## config.mk

```make
export PLATFORM = sky130hd
export DESIGN_NAME = sevenseg_scan_reader
export DESIGN_NICKNAME = d
export VERILOG_FILES = /design/src/rtl/sevenseg_scan_reader.sv
export SDC_FILE = /design/constraint.sdc
export NUM_CORES = 1
export LEC_CHECK = 0
export ABC_AREA = 1
export BUFFER_PORTS_ARGS = -buffer_cell sky130_fd_sc_hd__buf_4
export CELL_PAD_IN_SITES_DETAIL_PLACEMENT = 0
export CELL_PAD_IN_SITES_GLOBAL_PLACEMENT = 2
export CORE_MARGIN = 5
export CORE_UTILIZATION = 37
export CTS_CLUSTER_SIZE = 24
export DETAILED_ROUTE_END_ITERATION = 16
export PLACE_DENSITY = 0.77
export SETUP_SLACK_MARGIN = 0.05
export SLEW_MARGIN = 10
export SYNTH_ARGS = -nofsm -noshare
export SYNTH_HDL_FRONTEND = slang
export SYNTH_SLANG_ARGS = --single-unit
export TNS_END_PERCENT = 10
```

## constraint.sdc

```tcl
create_clock -name clk -period 2.3 [get_ports clk]
set_input_delay 0.115 -clock clk [delete_from_list [all_inputs] [get_ports clk]]
set_output_delay 0.115 -clock clk [all_outputs]
set_load 0.02 [all_outputs]
```

## src/rtl/sevenseg_scan_reader.sv

```systemverilog
// sevenseg_scan_reader
// Watches a multiplexed, active-low 4-digit 7-segment bus and recovers the
// digit code shown at each position. Once all four positions have been
// captured, it publishes a 16-bit value and per-digit illegal-pattern flags.
// A partial frame that does not complete within TIMEOUT cycles is discarded.

module sevenseg_scan_reader #(
    parameter int unsigned STABLE_CYC = 8,
    parameter int unsigned TIMEOUT    = 1048576
) (
    input  logic        clk,
    input  logic        rst_n,
    input  logic [6:0]  seg,
    input  logic [3:0]  an,
    output logic [15:0] value,
    output logic [3:0]  err,
    output logic        frame_valid,
    output logic        timeout
);

    localparam int unsigned   TW         = $clog2(TIMEOUT + 1);
    localparam logic [7:0]    STABLE_MAX = 8'(STABLE_CYC);
    localparam logic [TW-1:0] TMO_LAST   = TW'(TIMEOUT - 1);

    localparam logic [1:0] ST_IDLE    = 2'd0;
    localparam logic [1:0] ST_COLLECT = 2'd1;
    localparam logic [1:0] ST_EMIT    = 2'd2;

    // Segment pattern to {err, code}; blank is legal and reads as F.
    function automatic logic [4:0] decode_seg(input logic [6:0] s);
        case (s)
            7'b1000000: decode_seg = {1'b0, 4'h0};
            7'b1111001: decode_seg = {1'b0, 4'h1};
            7'b0100100: decode_seg = {1'b0, 4'h2};
            7'b0110000: decode_seg = {1'b0, 4'h3};
            7'b0011001: decode_seg = {1'b0, 4'h4};
            7'b0010010: decode_seg = {1'b0, 4'h5};
            7'b0000010: decode_seg = {1'b0, 4'h6};
            7'b1111000: decode_seg = {1'b0, 4'h7};
            7'b0000000: decode_seg = {1'b0, 4'h8};
            7'b0011000: decode_seg = {1'b0, 4'h9};
            7'b1111111: decode_seg = {1'b0, 4'hF};
            default:    decode_seg = {1'b1, 4'hE};
        endcase
    endfunction

    // True when exactly one anode is driven (low); ghosted or idle selects
    // must never be attributed to a digit.
    function automatic logic one_low(input logic [3:0] a);
        case (a)
            4'b1110, 4'b1101, 4'b1011, 4'b0111: one_low = 1'b1;
            default:                            one_low = 1'b0;
        endcase
    endfunction

    logic [3:0]    an_s1_q, an_s2_q;
    logic [6:0]    seg_s1_q, seg_s2_q;
    logic [10:0]   prev_q;
    logic [7:0]    stab_q, stab_d;
    logic [1:0]    state_q, state_d;
    logic [3:0]    seen_q, seen_d;
    logic [TW-1:0] tmo_q, tmo_d;
    logic [15:0]   code_q;
    logic [3:0]    derr_q;
    logic [15:0]   value_q;
    logic [3:0]    err_q;
    logic          fv_q, to_q;

    logic [10:0]   sample;
    logic          cap_v;
    logic [3:0]    cap_bit;
    logic [4:0]    dec;
    logic          emit, tmo_fire;

    assign sample = {an_s2_q, seg_s2_q};
    assign dec    = decode_seg(seg_s2_q);

    // Stability counter: saturating run length of identical synchronized
    // samples; capture fires only on the cycle the run first reaches the limit.
    always_comb begin
        stab_d = 8'd1;
        if (sample == prev_q) begin
            stab_d = (stab_q == STABLE_MAX) ? stab_q : stab_q + 8'd1;
        end
        cap_v   = (stab_d == STABLE_MAX) && (stab_q != STABLE_MAX) && one_low(an_s2_q);
        cap_bit = cap_v ? ~an_s2_q : 4'b0000;
    end

    // Frame FSM: collect captures, emit when all four seen, discard on timeout.
    // A capture landing in the EMIT cycle directly opens the next frame.
    always_comb begin
        state_d  = state_q;
        seen_d   = seen_q;
        tmo_d    = tmo_q;
        emit     = 1'b0;
        tmo_fire = 1'b0;
        case (state_q)
            ST_IDLE: begin
                tmo_d = '0;
                if (cap_v) begin
                    seen_d  = cap_bit;
                    state_d = ST_COLLECT;
                end
            end
            ST_COLLECT: begin
                seen_d = seen_q | cap_bit;
                tmo_d  = tmo_q + 1'b1;
                if (seen_d == 4'b1111) begin
                    // completion takes priority over a coincident timeout
                    state_d = ST_EMIT;
                    tmo_d   = '0;
                end else if (tmo_q == TMO_LAST) begin
                    state_d  = ST_IDLE;
                    seen_d   = 4'b0000;
                    tmo_d    = '0;
                    tmo_fire = 1'b1;
                end
            end
            ST_EMIT: begin
                emit    = 1'b1;
                tmo_d   = '0;
                seen_d  = cap_bit;
                state_d = cap_v ? ST_COLLECT : ST_IDLE;
            end
            default: begin
                state_d = ST_IDLE;
                seen_d  = 4'b0000;
                tmo_d   = '0;
            end
        endcase
    end

    // Two-flop synchronizers and the previous-sample register.
    always_ff @(posedge clk or negedge rst_n) begin
        if (!rst_n) begin
            an_s1_q  <= 4'b0000;
            an_s2_q  <= 4'b0000;
            seg_s1_q <= 7'b0000000;
            seg_s2_q <= 7'b0000000;
            prev_q   <= 11'b0;
            stab_q   <= 8'd0;
        end else begin
            an_s1_q  <= an;
            an_s2_q  <= an_s1_q;
            seg_s1_q <= seg;
            seg_s2_q <= seg_s1_q;
            prev_q   <= sample;
            stab_q   <= stab_d;
        end
    end

    // Frame control state and per-digit store (store survives completion).
    always_ff @(posedge clk or negedge rst_n) begin
        if (!rst_n) begin
            state_q <= ST_IDLE;
            seen_q  <= 4'b0000;
            tmo_q   <= '0;
            code_q  <= 16'h0000;
            derr_q  <= 4'b0000;
        end else begin
            state_q <= state_d;
            seen_q  <= seen_d;
            tmo_q   <= tmo_d;
            for (int i = 0; i < 4; i++) begin
                if (cap_bit[i]) begin
                    code_q[4*i +: 4] <= dec[3:0];
                    derr_q[i]        <= dec[4];
                end
            end
        end
    end

    // Published result and single-cycle status pulses.
    always_ff @(posedge clk or negedge rst_n) begin
        if (!rst_n) begin
            value_q <= 16'h0000;
            err_q   <= 4'b0000;
            fv_q    <= 1'b0;
            to_q    <= 1'b0;
        end else begin
            if (emit) begin
                value_q <= code_q;
                err_q   <= derr_q;
            end
            fv_q <= emit;
            to_q <= tmo_fire;
        end
    end

    assign value       = value_q;
    assign err         = err_q;
    assign frame_valid = fv_q;
    assign timeout     = to_q;

endmodule

```

==> flow_summary.yaml, run 1 <==
sta:
  fmax_ghz: 0.4401
  slew_headroom_pct: 72.33
  finalHoldViolCount: 0
  post-route-period-util_pct: 98.79
  holdWs_ns: 0.1977
  rsz0062_at_grt: "yes"
  slew_violations: 0
  skew_ns: 0.005175
  timing.final.ws_setup_ns: 0.02785
  finalSetupViolations: 0
  period_minus_slack_ns: 2.272
  tightest_slew_ns: 0.4136
logic_synthesis:
  synth.most_common_cell: "nand2_1"
  netlist.area_leader.share_pct: 56.17
  synth_compound_area_share_pct: 6.153
  syn_inst: 564
  synth_top_area_cell: "dfrtp_1"
  synthArstFlopShare_pct: 100.0
  ys_ff_latch: 110
  ys_seq_area_share_pct: 56.17
  synthTopCellsByCount: "133 x nand2_1, 110 x dfrtp_1, 85 x inv_1, 47 x nor2_1, 42 x o21ai_0"
  synth_xor_xnor_area_share_pct: 3.217
  syn_area_mm2: 0.004901
  synth_ff_type: "dfrtp_1"
  avgSynthCellArea_um2: 8.690
  synthAdderAreaFrac_pct: 0.7659
  muxShareOfSynthArea_pct: 0
  synth_top_family_by_area: "simple AND/OR/NAND/NOR gates"
  ys_warn_count: 0
  yosysUniqueCellTypes: 33
  synth_edf_count: 0
  yosys.area_share.simple_pct: 25.73
  yosys-top-cells-area: "dfrtp_1 56%, nand2_1 10%, inv_1 6.5%"
  synthesis.nets: 580
cts:
  h-tree-depth: 3
  clkTransAtPathRegs_ns: 0.07
  cts-root-buf: "clkbuf_16"
  clockBufferDepth: 2
  numCtsBuffers: 9
  cts_sinks: 110
  clk_latency_ns: 0.35
  cts_tree: "yes"
drt:
  vias_per_cell: 4.471
  vias: 3787
  routed_wirelength_um: 10570
  antenna_left: 0
  wl_per_cell_um: 12.48
  drc: 0
  drtIter0Drc: 261
  dr.pass1.iters: 5
floorplanning:
  boundaryPins: 35
  dieArea_mm2: 0.01565
  dieWidth_um: 125.1
  core_area_mm2: 0.01314
  initial_utilization_pct: 37.30
  rows: 42
  die_h_um: 125.1
setup_path:
  worst_r2r_endpoint: "tmo_q[13]"
  r2r_setup_slack_ns: 0.03
  crit_path_cell_trace: "inv_1 > ha_1 > nand3_2 > nor2_4 > xor2_1 > nand3_2 > nor2_4 > nand3_2 > nand2_2 > nand2_2 > nor2_4 > buf_6 > clkbuf_16 > nor3_1"
  startpoint_type: "register"
  reg2regPathDepth: 14
  reg2reg_from: "stab_q[0]"
  worst_path_max_delay_cell: "dfrtp_1"
  max_stage_delay_ns: 0.40
  worstSetupPathType: "register to register"
  critical_path_required_ns: 2.53
  cp-end-kind: "register"
  crit_fanout: 7
  critPathArrivalTime_ns: 2.50
global_route:
  first_global_vias: 3851
  grt_use_total_pct: 14.09
  overflow: 0
  grt_max_degree: 62
  antenna_found_initial: 0
  grt_pass1_wl_um: 18160
placement:
  gp_congestion: 0.7988
  port_buffers: 34
  dp_slack_ns: -0.09862
  hpwl_um: 7243
status:
  outcome: "finished clean"
cells_and_area:
  layout-drive-gt1-share_pct: 22.95
  syn2layout_area_growth_pct: 28.98
  layout.nets: 683
  n_antenna_cell: 0
power:
  total_power_mw: 3.612
  p_per_area_mw_per_mm2: 571.4
  power.leakage_nw: 3.064
  ir_drop_mv: 0.5818
hold_path:
  hold_path_class: "primary input to async pin"
run:
  cap_violations: 0
-- layout by cell type (no fill, tap or decap), types with 4 or more instances in the layout --
master	instances
nor2_2	6
xor2_1	10
nor2_1	42
or2_2	6
inv_1	84
dfrtp_1	108
nand3_2	9
nor2_4	6
nor4_1	4
clkbuf_16	10
nand2_2	5
dlygate4sd3_1	12
nand4_1	4
xnor2_1	7
nor3_1	25
clkinv_1	5
o21ai_0	39
o211ai_1	4
nand3_1	28
buf_4	80
nand2_1	129
nand3b_1	4
buf_6	4
nor3_2	8
-- state kept, by name, summed over array words and instances, names as in the netlist, 4 cells and up --
signal	flops
derr_q	4
value	16
tmo_q	21
prev_q	11
an_s1_q	4
err	4
code_q	16
stab_q	8
seg_s1_q	7
an_s2_q	4
seen_q	4
seg_s2_q	7
-- stage by stage --
step / instances / TNS [ns] / utilization (%) / instance area [um^2]
final: 847 / 0 / 48.11 / 6321
after global routing: 847 / -2.813 / 48.11 / 6321
after CTS: 838 / 0 / 46.79 / 6147
after detailed placement: 805 / -1.859 / 43.00 / 5649
after global placement: 805 / -0.2473 / 43.00 / 5649
after floorplan: 564 / 0 / - / 4901
-- routing by layer --
layer	global-route usage (%)	wire [um]	up-vias
li1	-	-	1973
met1	18.33	5050	1765
met2	23.13	5035	38
met3	3.582	320	11
met4	4.592	161	0
met5	0	0	-
-- report_power, final --
part | leakage [nW] | internal [mW] | switching (mW) | total, mW
Sequential | 1.45 | 1.96 | 0.0195 | 1.98
Clock | 0.138 | 0.761 | 0.709 | 1.47
Combinational | 1.47 | 0.0659 | 0.0943 | 0.160
-- timing repair --
action | CTS | global route
setup endpoints to repair | 28 | 42
hold buffers | 12 | 0
endpoints found under the hold margin | 33 | 0
cloned | 1 | 1
resized for setup | 8 | 29
buffers inserted | 5 | 8
pin swaps | 6 | 13
-- area by class of cell --
cell class	count	area, um^2
Clock inverter	5	36.28
Fill cell	1310	6817
Tap cell	176	220.2
Multi-Input combinational cell	354	1867
Inverter	92	345.3
Clock buffer	10	239.0
Timing Repair Buffer	100	858.3
Sequential cell	110	2755
-- worst max path at each step --
stage / depth (start not counted) / slack, ns / to / from
detailed placement: 14 / -0.1 / tmo_q[4] / stab_q[0]
CTS: 13 / 0.002 / tmo_q[5] / stab_q[1]
finish: 14 / 0.03 / tmo_q[13] / stab_q[0]
global placement: 13 / -0.02 / tmo_q[13] / stab_q[0]
global route: 17 / -0.13 / tmo_q[13] / stab_q[1]
floorplan: 14 / 0.18 / tmo_q[4] / stab_q[0]
-- cells by family after synthesis --
| family | Yosys count |
|---|---|
| AOI/OAI and AO/OA | 55 |
| xor gates and xnor gates | 18 |
| adders and majority gates | 3 |
| buffers and inverters | 100 |
| DFF | 110 |
| and+or+nand+nor | 278 |
-- worst max-delay path: cells and delay by family, from the launching register on --
family	cells	cell delay (ns)
simple gates	9	1.05
flops	1	0.40
buf+inv	3	0.35
fa+ha+maj	1	0.17
xor+xnor	1	0.19
Note: power is estimated with default switching activity, not from simulation.
==> inputs of run 2 (changes only) <==
--- a/config.mk
+++ b/config.mk
@@ -10,10 +10,12 @@
 export CELL_PAD_IN_SITES_DETAIL_PLACEMENT = 0
 export CELL_PAD_IN_SITES_GLOBAL_PLACEMENT = 2
 export CORE_MARGIN = 5
-export CORE_UTILIZATION = 37
+export CORE_UTILIZATION = 38
+export CTS_BUF_LIST = sky130_fd_sc_hd__clkbuf_8
 export CTS_CLUSTER_SIZE = 24
 export DETAILED_ROUTE_END_ITERATION = 16
-export PLACE_DENSITY = 0.77
+export PLACE_DENSITY = 0.79
+export REMOVE_ABC_BUFFERS = 1
 export SETUP_SLACK_MARGIN = 0.05
 export SLEW_MARGIN = 10
 export SYNTH_ARGS = -nofsm -noshare
==> run 2 against run 1 <==
  * Via count increased by 0.50%
  * Critical endpoint is now state_q[0]
  * Global-route usage up 0.92 points
  * Worst setup slack worse by 0.021 ns
  * Clock power shrank 23%
  * Sequential share of layout area rose by 1.7 points
  * Register-to-register slack lost 0.02 ns
  * Sequential power hardly changed
  * Hold slack improved by 0.067 ns
  * Final cell count decreased by 1.2%
  * Power fell by 9.6%
  * Clock skew is 0.012 ns higher
  * Clock-buffer cell count unchanged
==> flow_summary.yaml, run 2 (same netlist as run 1, synthesis figures left out) <==
cells_and_area:
  syn2layout_area_growth_pct: 24.30
  layout_common_cells: "127 x nand2_1, 106 x dfrtp_1, 86 x inv_1"
  largest-register: "tmo_q"
  fin_util_pct: 48.27
  n_antenna_cell: 0
  largest_register_ffs: 21
  fill_cells: 1256
  mostFrequentLayoutCell: "nand2_1"
  layout-drive-gt1-share_pct: 21.80
  layout.nets: 676
setup_path:
  critical_path_required_ns: 2.57
  startpoint_type: "register"
  critPathArrivalTime_ns: 2.56
  cp-end-kind: "register"
  crit_fanout: 7
  worstSetupPathType: "register to register"
floorplanning:
  dieWidth_um: 123.6
  boundaryPins: 35
  rows: 41
  core_area_mm2: 0.01262
  dieArea_mm2: 0.01527
  initial_utilization_pct: 38.84
  die_h_um: 123.6
cts:
  cts_tree: "yes"
  clk_latency_ns: 0.39
  clkTransAtPathRegs_ns: 0.11
  cts-root-buf: "clkbuf_8"
  numCtsBuffers: 9
  h-tree-depth: 3
  cts_sinks: 110
  clockBufferDepth: 2
sta:
  rsz0062_at_grt: "yes"
  finalSetupViolations: 0
  fmax_ghz: 0.4360
  fin_setup_tns_ns: 0
  slew_headroom_pct: 50.02
  post-route-period-util_pct: 99.72
  skew_ns: 0.01707
  tightest_slew_ns: 0.7488
  holdWs_ns: 0.2648
  finalHoldViolCount: 0
  period_minus_slack_ns: 2.293
  slew_violations: 0
global_route:
  grt_use_total_pct: 15.00
  grt_max_degree: 48
  first_global_vias: 3702
  antenna_found_initial: 0
  grt_pass1_wl_um: 17750
  overflow: 0
hold_path:
  hold_path_class: "primary input to async pin"
drt:
  drc: 0
  dr.pass1.iters: 4
  vias_per_cell: 4.547
  antenna_left: 0
  routed_wirelength_um: 10410
  vias: 3806
  drtIter0Drc: 172
  wl_per_cell_um: 12.43
status:
  outcome: "finished clean"
run:
  cap_violations: 0
placement:
  port_buffers: 34
  gp_congestion: 0.8347
  hpwl_um: 7269
power:
  power.net_switching_mw: 0.8087
  sw_frac_of_total_pct: 24.77
  comb_power_share_pct: 4.7
  ir_drop_mv: 0.2650
  p_per_area_mw_per_mm2: 535.9
  p_int_mw: 2.456
  power.leakage_nw: 2.953
  power_frac_clock_pct: 34.6
  p_seq_share_pct: 60.8
  total_power_mw: 3.265
[run 2: area by class of cell]
type                            instances  area (um^2)  share of cell area [%]
Clock buffer                           10        137.6                   2.259
Clock inverter                          6        45.04                  0.7394
Inverter                               92        356.6                   5.853
Multi-Input combinational cell        354         1826                   29.97
Sequential cell                       110         2758                   45.27
Tap cell                              172        215.2                   3.533
Timing Repair Buffer                   93        754.5                   12.38
[run 2: worst paths after layout]
| kind | startpoint | to | slack, ns | cells after the start |
|---|---|---|---|---|
| worst max-delay path | stab_q[0] | state_q[0] | 0.007 | 15 |
| worst min-delay path | rst_n | value[15] | 0.26 | 2 |
| worst max register to register | stab_q[0] | state_q[0] | 0.007 | 15 |
| worst min register to register | an_s1_q[1] | an_s2_q[1] | 0.36 | 0 |
| max in group asynchronous | rst_n | tmo_q[4] | 1.30 | 3 |
| min in group clk | an_s1_q[1] | an_s2_q[1] | 0.36 | 0 |
[run 2: power by group through the flow]
stage	logic (mW)	clock network, mW	registers [mW]
4_1_cts	0.156	1.17	1.98
3_3_place_gp	0.132	0	2.02
6_report	0.152	1.13	1.98
3_5_place_dp	0.133	0	2.02
5_1_grt	0.177	1.25	1.99
2_1_floorplan	0.0522	0	2.02
[run 2: what timing repair did]
| item | in CTS | in global routing |
|---|---|---|
| setup endpoints to repair | 24 | 48 |
| endpoints found under the hold margin | 54 | 0 |
| buffers inserted | 11 | 2 |
| pin swaps | 10 | 9 |
| resized for setup | 20 | 24 |
| cloned | 1 | 0 |
| hold buffers | 12 | 0 |
[run 2: per-layer routing]
metal,wire length [um],track usage (%),up-vias
li1,-,-,1960
met1,5144,20.03,1788
met5,0,0,-
met3,274,2.516,14
met2,4783,23.89,44
met4,206,6.990,0
[run 2: metrics by stage]
step / worst slack (ns) / cell area (um^2) / cells
finish: 0.006539 / 6092 / 837
global route: -0.1796 / 6092 / 837
CTS: 0.02497 / 6077 / 837
detailed placement: -0.06724 / 5602 / 797
global placement: 0.02508 / 5602 / 797
floorplan: -0.02787 / 4856 / 556
[run 2: worst max-delay path, cell delays in order, from the launching register on]
cell and delay (ns):
dfrtp_1 0.41, inv_1 0.08, ha_1 0.19, nand3_2 0.10, nor2_4 0.17, xor2_1 0.21, nand3_2 0.12, nor2_4 0.18
nand3_2 0.13, nand2_2 0.10, nand2_2 0.07, nor2_4 0.16, buf_4 0.12, inv_1 0.04, nand3_1 0.06, nand2_1 0.05
